## config.mk

```make
export PLATFORM = sky130hd
export DESIGN_NAME = text_label_addr_gen
export DESIGN_NICKNAME = d
export VERILOG_FILES = /design/src/rtl/text_overlay_pkg.sv /design/src/rtl/label_match.sv /design/src/rtl/text_label_addr_gen.sv
export SDC_FILE = /design/constraint.sdc
export NUM_CORES = 1
export LEC_CHECK = 0
export CAP_MARGIN = 30
export CORE_MARGIN = 2
export CORE_UTILIZATION = 37
export CTS_BUF_LIST = sky130_fd_sc_hd__clkbuf_4 sky130_fd_sc_hd__clkbuf_8 sky130_fd_sc_hd__clkbuf_16
export CTS_CLUSTER_DIAMETER = 30
export DETAILED_ROUTE_END_ITERATION = 12
export PLACE_DENSITY = 0.57
export SLEW_MARGIN = 20
export SYNTH_ARGS = -nofsm -noshare
export SYNTH_HDL_FRONTEND = slang
export SYNTH_SLANG_ARGS = --single-unit
```

## constraint.sdc

```tcl
create_clock -name reloj -period 9.3 [get_ports reloj]
set_input_delay 2.325 -clock reloj [delete_from_list [all_inputs] [get_ports reloj]]
set_output_delay 2.325 -clock reloj [all_outputs]
set_load 0.005 [all_outputs]
```

## src/rtl/text_overlay_pkg.sv

```systemverilog
// Shared types and constants for the VGA text-label overlay: label descriptor,
// default glyph codes and the half-select encoding used in font ROM addresses.
package text_overlay_pkg;

  localparam int QH_W_DEF  = 7;
  localparam int QV_W_DEF  = 10;
  localparam int LEN_W_DEF = 5;

  // Field widths track the default counter widths of text_label_addr_gen.
  typedef struct packed {
    logic [QV_W_DEF-5:0]  row;
    logic [QH_W_DEF-1:0]  col;
    logic [LEN_W_DEF-1:0] len;
    logic                 blink;
  } label_desc_t;

  typedef enum logic {
    HALF_TOP = 1'b0,
    HALF_BOT = 1'b1
  } half_t;

  localparam logic [7:0] GLYPH_SPACE    = 8'h20;
  localparam logic [7:0] GLYPH_DIGIT0   = 8'h30;
  localparam logic [7:0] GLYPH_LETTER_A = 8'h41;

  function automatic logic [7:0] glyph_digit(input logic [3:0] d);
    return GLYPH_DIGIT0 + {4'd0, d};
  endfunction

  function automatic logic [7:0] glyph_letter(input logic [4:0] n);
    return GLYPH_LETTER_A + {3'd0, n};
  endfunction

endpackage

```

## src/rtl/label_match.sv

```systemverilog
// Combinational hit test for one label slot: decides whether the S1 coordinate
// falls inside the double-height label and which character/half it selects.
module label_match
  import text_overlay_pkg::*;
#(
  parameter int QH_W  = QH_W_DEF,
  parameter int QV_W  = QV_W_DEF,
  parameter int IDX_W = 4
)(
  input  label_desc_t       desc,
  input  logic [QH_W-1:0]   qh,
  input  logic [QV_W-5:0]   cell_row,
  input  logic              blink_phase,
  output logic              hit,
  output half_t             half,
  output logic [IDX_W-1:0]  k
);

  logic [QV_W-4:0] row_below;
  logic [QH_W:0]   span;
  logic [QH_W:0]   col_end;
  logic [QH_W-1:0] offset;
  logic            row_top;
  logic            row_bot;
  logic            in_cols;
  logic            blanked;

  always_comb begin
    // One extra bit keeps row+1 from wrapping onto row 0.
    row_below = {1'b0, desc.row} + (QV_W-3)'(1);
    row_top   = (cell_row == desc.row);
    row_bot   = ({1'b0, cell_row} == row_below);
    span      = (QH_W+1)'({desc.len, 1'b0});
    col_end   = {1'b0, desc.col} + span;
    in_cols   = (qh >= desc.col) && ({1'b0, qh} < col_end);
    offset    = qh - desc.col;
    k         = offset[IDX_W:1];
`ifdef LABEL_BLINK_EN
    blanked   = desc.blink & blink_phase;
`else
    blanked   = 1'b0;
`endif
    hit       = (row_top | row_bot) & in_cols & (desc.len != '0) & ~blanked;
    half      = row_top ? HALF_TOP : HALF_BOT;
  end

  logic unused_bits;
`ifdef LABEL_BLINK_EN
  assign unused_bits = ^{offset[0], offset[QH_W-1:IDX_W+1]};
`else
  assign unused_bits = ^{offset[0], offset[QH_W-1:IDX_W+1], blink_phase, desc.blink};
`endif

endmodule

```

## src/rtl/text_label_addr_gen.sv

```systemverilog
// Two-stage glyph-ROM address generator for programmable double-height labels.
// Define LABEL_BLINK_EN to add per-label blinking driven by a frame counter.
module text_label_addr_gen
  import text_overlay_pkg::*;
#(
  parameter  int NUM_LABELS     = 4,
  parameter  int MAX_LEN        = 16,
  parameter  int CODE_W         = 8,
  parameter  int QH_W           = QH_W_DEF,
  parameter  int QV_W           = QV_W_DEF,
  parameter  int ADDR_W         = 20,
  parameter  int BLINK_DIV_LOG2 = 5,
  localparam int SEL_W          = $clog2(NUM_LABELS),
  localparam int IDX_W          = $clog2(MAX_LEN),
  localparam int LEN_W          = IDX_W + 1
)(
  input  logic              reloj,
  input  logic              resetM,
  input  logic [QH_W-1:0]   Qh,
  input  logic [QV_W-1:0]   Qv,
  input  logic              cfg_we,
  input  logic [SEL_W-1:0]  cfg_sel,
  input  logic [QV_W-5:0]   cfg_row,
  input  logic [QH_W-1:0]   cfg_col,
  input  logic [LEN_W-1:0]  cfg_len,
  input  logic              cfg_blink,
  input  logic              chr_we,
  input  logic [SEL_W-1:0]  chr_sel,
  input  logic [IDX_W-1:0]  chr_idx,
  input  logic [CODE_W-1:0] chr_code,
  output logic [ADDR_W-1:0] DIR8x16,
  output logic              dir_valid
);

  logic [CODE_W-1:0] text_mem [NUM_LABELS*MAX_LEN];

  logic             s1_vld;
  logic [QH_W-1:0]  s1_qh;
  logic [QV_W-5:0]  s1_cell_row;
  logic [3:0]       s1_line;
  logic             blink_phase;

  logic [NUM_LABELS-1:0] hit;
  half_t                 half_sel [NUM_LABELS];
  logic [IDX_W-1:0]      k        [NUM_LABELS];

  logic              win_any;
  logic [SEL_W-1:0]  win_sel;
  logic [IDX_W-1:0]  win_k;
  half_t             win_half;

  logic [CODE_W-1:0] code_q;
  logic              out_vld;
  half_t             out_half;
  logic [3:0]        out_line;

  always_ff @(posedge reloj) begin
    if (resetM) begin
      s1_vld      <= 1'b0;
      s1_qh       <= '0;
      s1_cell_row <= '0;
      s1_line     <= '0;
    end else begin
      s1_vld      <= 1'b1;
      s1_qh       <= Qh;
      s1_cell_row <= Qv[QV_W-1:4];
      s1_line     <= Qv[3:0];
    end
  end

  for (genvar gi = 0; gi < NUM_LABELS; gi++) begin : g_slot
    label_desc_t desc_reg;

    always_ff @(posedge reloj) begin
      if (resetM) begin
        desc_reg <= '0;
      end else if (cfg_we && cfg_sel == SEL_W'(gi)) begin
        desc_reg.row <= cfg_row;
        desc_reg.col <= cfg_col;
        desc_reg.len <= cfg_len;
`ifdef LABEL_BLINK_EN
        desc_reg.blink <= cfg_blink;
`else
        desc_reg.blink <= 1'b0;
`endif
      end
    end

    label_match #(.QH_W(QH_W), .QV_W(QV_W), .IDX_W(IDX_W)) u_match (
      .desc        (desc_reg),
      .qh          (s1_qh),
      .cell_row    (s1_cell_row),
      .blink_phase (blink_phase),
      .hit         (hit[gi]),
      .half        (half_sel[gi]),
      .k           (k[gi])
    );
  end

  // Scan from the top slot down so the lowest-index hit is the one left standing.
  always_comb begin
    win_any  = 1'b0;
    win_sel  = '0;
    win_k    = '0;
    win_half = HALF_TOP;
    for (int i = NUM_LABELS - 1; i >= 0; i--) begin
      if (hit[i]) begin
        win_any  = 1'b1;
        win_sel  = SEL_W'(i);
        win_k    = k[i];
        win_half = half_sel[i];
      end
    end
  end

  // Read-before-write: a lookup colliding with a text write sees the old code.
  always_ff @(posedge reloj) begin
    if (chr_we) begin
      text_mem[{chr_sel, chr_idx}] <= chr_code;
    end
    code_q <= text_mem[{win_sel, win_k}];
  end

  always_ff @(posedge reloj) begin
    if (resetM) begin
      out_vld  <= 1'b0;
      out_half <= HALF_TOP;
      out_line <= '0;
    end else begin
      out_vld  <= s1_vld & win_any;
      out_half <= win_half;
      out_line <= s1_line;
    end
  end

  assign dir_valid = out_vld;
  assign DIR8x16   = out_vld ? ADDR_W'({code_q, out_half, out_line}) : '0;

`ifdef LABEL_BLINK_EN
  logic [BLINK_DIV_LOG2-1:0] frame_cnt;

  // Count at the edge where registered Qv drops to 0, so line 0 already sees the new frame.
  always_ff @(posedge reloj) begin
    if (resetM) begin
      frame_cnt <= '0;
    end else if (s1_vld && {s1_cell_row, s1_line} != '0 && Qv == '0) begin
      frame_cnt <= frame_cnt + BLINK_DIV_LOG2'(1);
    end
  end

  assign blink_phase = frame_cnt[BLINK_DIV_LOG2-1];
`else
  logic unused_cfg;
  assign blink_phase = 1'b0;
  assign unused_cfg  = cfg_blink ^ (BLINK_DIV_LOG2 > 0);
`endif

endmodule

```

==> results.yml <==
synthesis:
  ys_seq_area_share_pct: 63.0
  synth.most_common_cell: "edfxtp_1"
  synth_flop_cell: "edfxtp_1"
  async_flop_share_pct: 0
  synth_area_leaders: "edfxtp_1, dfxtp_1, nand2_1"
  syn_area_um2: 27700
  synth_top_area_share_pct: 55.5
  ys_warn_count: 0
  syn_inst: 2270
  synth.distinct_cells: 88
  synth.cells.most_frequent: "edfxtp_1, nand2_1, a21oi_1"
  yosys.area.top_type: "edfxtp_1"
  avgSynthCellArea_um2: 12.2
  synth_edf_count: 512
  yosys_register_bits: 616
setup_path:
  crit_type: "flop to flop"
  worstSetupEndpointType: "flop"
  rrSetupSlack_ps: 3060
  startpoint_type: "flop"
  rr_worst_depth: 18
  cp.required_ps: 9840
  setup.worst_path.start: "g_slot[2].desc_reg[1]"
  r2r_start: "g_slot[2].desc_reg[1]"
  critPathMaxFanout: 53
  crit_arrival_ps: 6780
  crit-reg2reg-capture: "code_q[3]"
  cp-endpoint: "code_q[3]"
global_route:
  grt_pass1_vias: 18600
  busiest_layer: "met2"
  grtUsageMet3_pct: 3.07
  track_usage_pct: 19.9
  grt_overflow: 0
  grt_pass1_wl_mm: 116
  grt_max_degree: 187
  grtUsageMet1_pct: 27.4
  antenna_found_initial: 1
  grtUsageMet2_pct: 31.6
cts:
  htree_levels: 3
  clk_path_buf_depth: 3
  cts_tree: "yes"
  numCtsBuffers: 114
  cts_resized: 0
  clockRootBuffer: "clkbuf_16"
  postCtsHoldBufs: 0
  path_clk_slew_ps: 50
  insertion_delay_ps: 660
  cts_sinks: 616
  post_cts_buffers: 0
timing:
  maxSlewHeadroom_pct: 31.2
  fin_crit_sh_pct: 67.1
  setup_viol: 0
  hold_viol_final: 0
  min_period_ps: 6240
  drv_slew: 0
  tightestPinTransition_ps: 1010
  rsz0062_at_grt: "no"
  tns_ps: 0
  fin_skew_ps: 61.2
  clock.fmax_mhz: 160
routing:
  num_vias: 19300
  wl_per_cell_um: 23.0
  dr.first_iter.drc_count: 1893
  drt_wl_total_mm: 78.4
  drc_errors: 0
  dr.pass1.iters: 5
  viasPerCell: 5.66
  ant_nets: 0
layout:
  post-route-util_pct: 44.8
  insertedDiodeCount: 0
  area_growth_pct: 20.2
  largest_reg_flops: 512
  multi_input_area_um2: 9290
  seq_area_um2: 17500
  final_nets: 2481
  fillerInstances: 6669
  drive_above_1_share_pct: 11.5
pwr:
  ir_drop_uv: 163
  power.leakage_nw: 11.3
  power.density_nw_per_um2: 237
  power_w: 0.00791
floorplanning:
  dieArea_um2: 77100
  ios: 77
  die_y_um: 278
  start_util_pct: 37.3
  coreArea_um2: 74300
  rows: 100
  chipWidth_um: 278
placement:
  port_buffers: 68
  gp_congestion: 0.867
  dp_hpwl_mm: 46.8
job:
  maxCapViolations: 0
status:
  outcome: "complete, no violations"
worst_hold_path:
  min_path_type: "flop to flop"
## per-layer routing
layer,part of all wire [%],up-vias
li1,-,8779
met1,44,9701
met2,47,672
met3,6.1,115
met4,2.6,2
met5,0.0089,-
## cells in the final DEF, fill, tap and decap left out, types with 8 or more instances in the layout
master           count
ha_1                76
bufinv_16           20
a311o_1             40
clkinv_2            15
buf_4               29
buf_2                9
nand3_1             89
clkinvlp_4          17
and2_1              13
mux2i_1             29
o21ai_0             81
a211oi_1            10
o21a_1               9
dfxtp_1            104
a21boi_1            10
xor2_1              17
a21boi_0            49
nor2_1              93
o211ai_1            11
a31oi_1            114
clkdlybuf4s50_1     59
o21ai_1             16
clkinv_1            13
clkbuf_16          117
clkbuf_4            11
a32oi_1             41
nand2b_1             9
nor2b_1             34
edfxtp_1           512
fa_1                 8
nor3_1               9
xnor2_1             42
a21o_1              15
a311oi_1            19
nand2_1            319
inv_1               68
a21oi_1            121
## power breakdown
part	switching (W)	internal, W	leakage, nW	total [W]
clock network	0.00142	0.00292	1.98	0.00434
registers	0.0000319	0.00303	5.46	0.00306
logic	0.000335	0.000171	3.89	0.000506
total	0.00179	0.00612	11.3	0.00791
## how the worst min path moves through the flow
stage,endpoint,start,cells after the start,slack [ps]
after floorplan,dir_valid,s1_vld,1,410
after global placement,out_line[0],s1_line[0],1,420
after CTS,out_line[0],s1_line[0],1,430
final,dir_valid,s1_vld,1,430
after global routing,dir_valid,s1_vld,1,440
after detailed placement,out_line[0],s1_line[0],1,420
## cell type report
type,count,area share [%]
inverters,68,0.766
multi-input cells,1437,27.9
clock buffers,132,9.20
repair buffers,104,3.01
clock inverters,81,3.15
flip-flops and latches,616,52.4
well taps,969,3.64
## critical path, stage by stage, from the launching register on
cell	delay [ps]
dfxtp_1	320
ha_1	230
fa_1	420
a21o_1	170
a21oi_1	180
xor2_1	170
ha_1	240
o21a_1	100
o21ai_0	160
a222oi_1	160
nor3_1	570
a2111oi_0	350
o21a_2	320
nor2_8	670
buf_4	680
o21ai_1	150
a32oi_1	320
o211ai_1	310
a2111o_1	490
## kinds of logic (layout without fill, tap and decap cells)
family	count (synthesis)	count (layout)	share of synthesized area, %
AO/OA/AOI/OAI	628	628	15.8
XOR/XNOR	59	59	1.86
adder cells (fa/ha/maj)	84	84	4.01
buffers and inverters	223	385	3.75
flip-flops	616	616	63.0
multiplexers	38	38	1.49
other	1	7	0.0135
AND/OR/NAND/NOR	621	621	10.1
## per-stage QoR
| step | hold slack (ps) | setup WS, ps | std cells | area (um2) |
|---|---|---|---|---|
| after global placement | 417 | 3130 | 3187 | 29100 |
| after floorplan | 414 | 4840 | 2276 | 27700 |
| final | 429 | 3060 | 3407 | 33300 |
| after detailed placement | 423 | 3150 | 3190 | 29200 |
| after CTS | 433 | 3100 | 3403 | 33300 |
| after global routing | 438 | 2680 | 3407 | 33300 |
No activity file was read; power rests on OpenSTA's default activity.
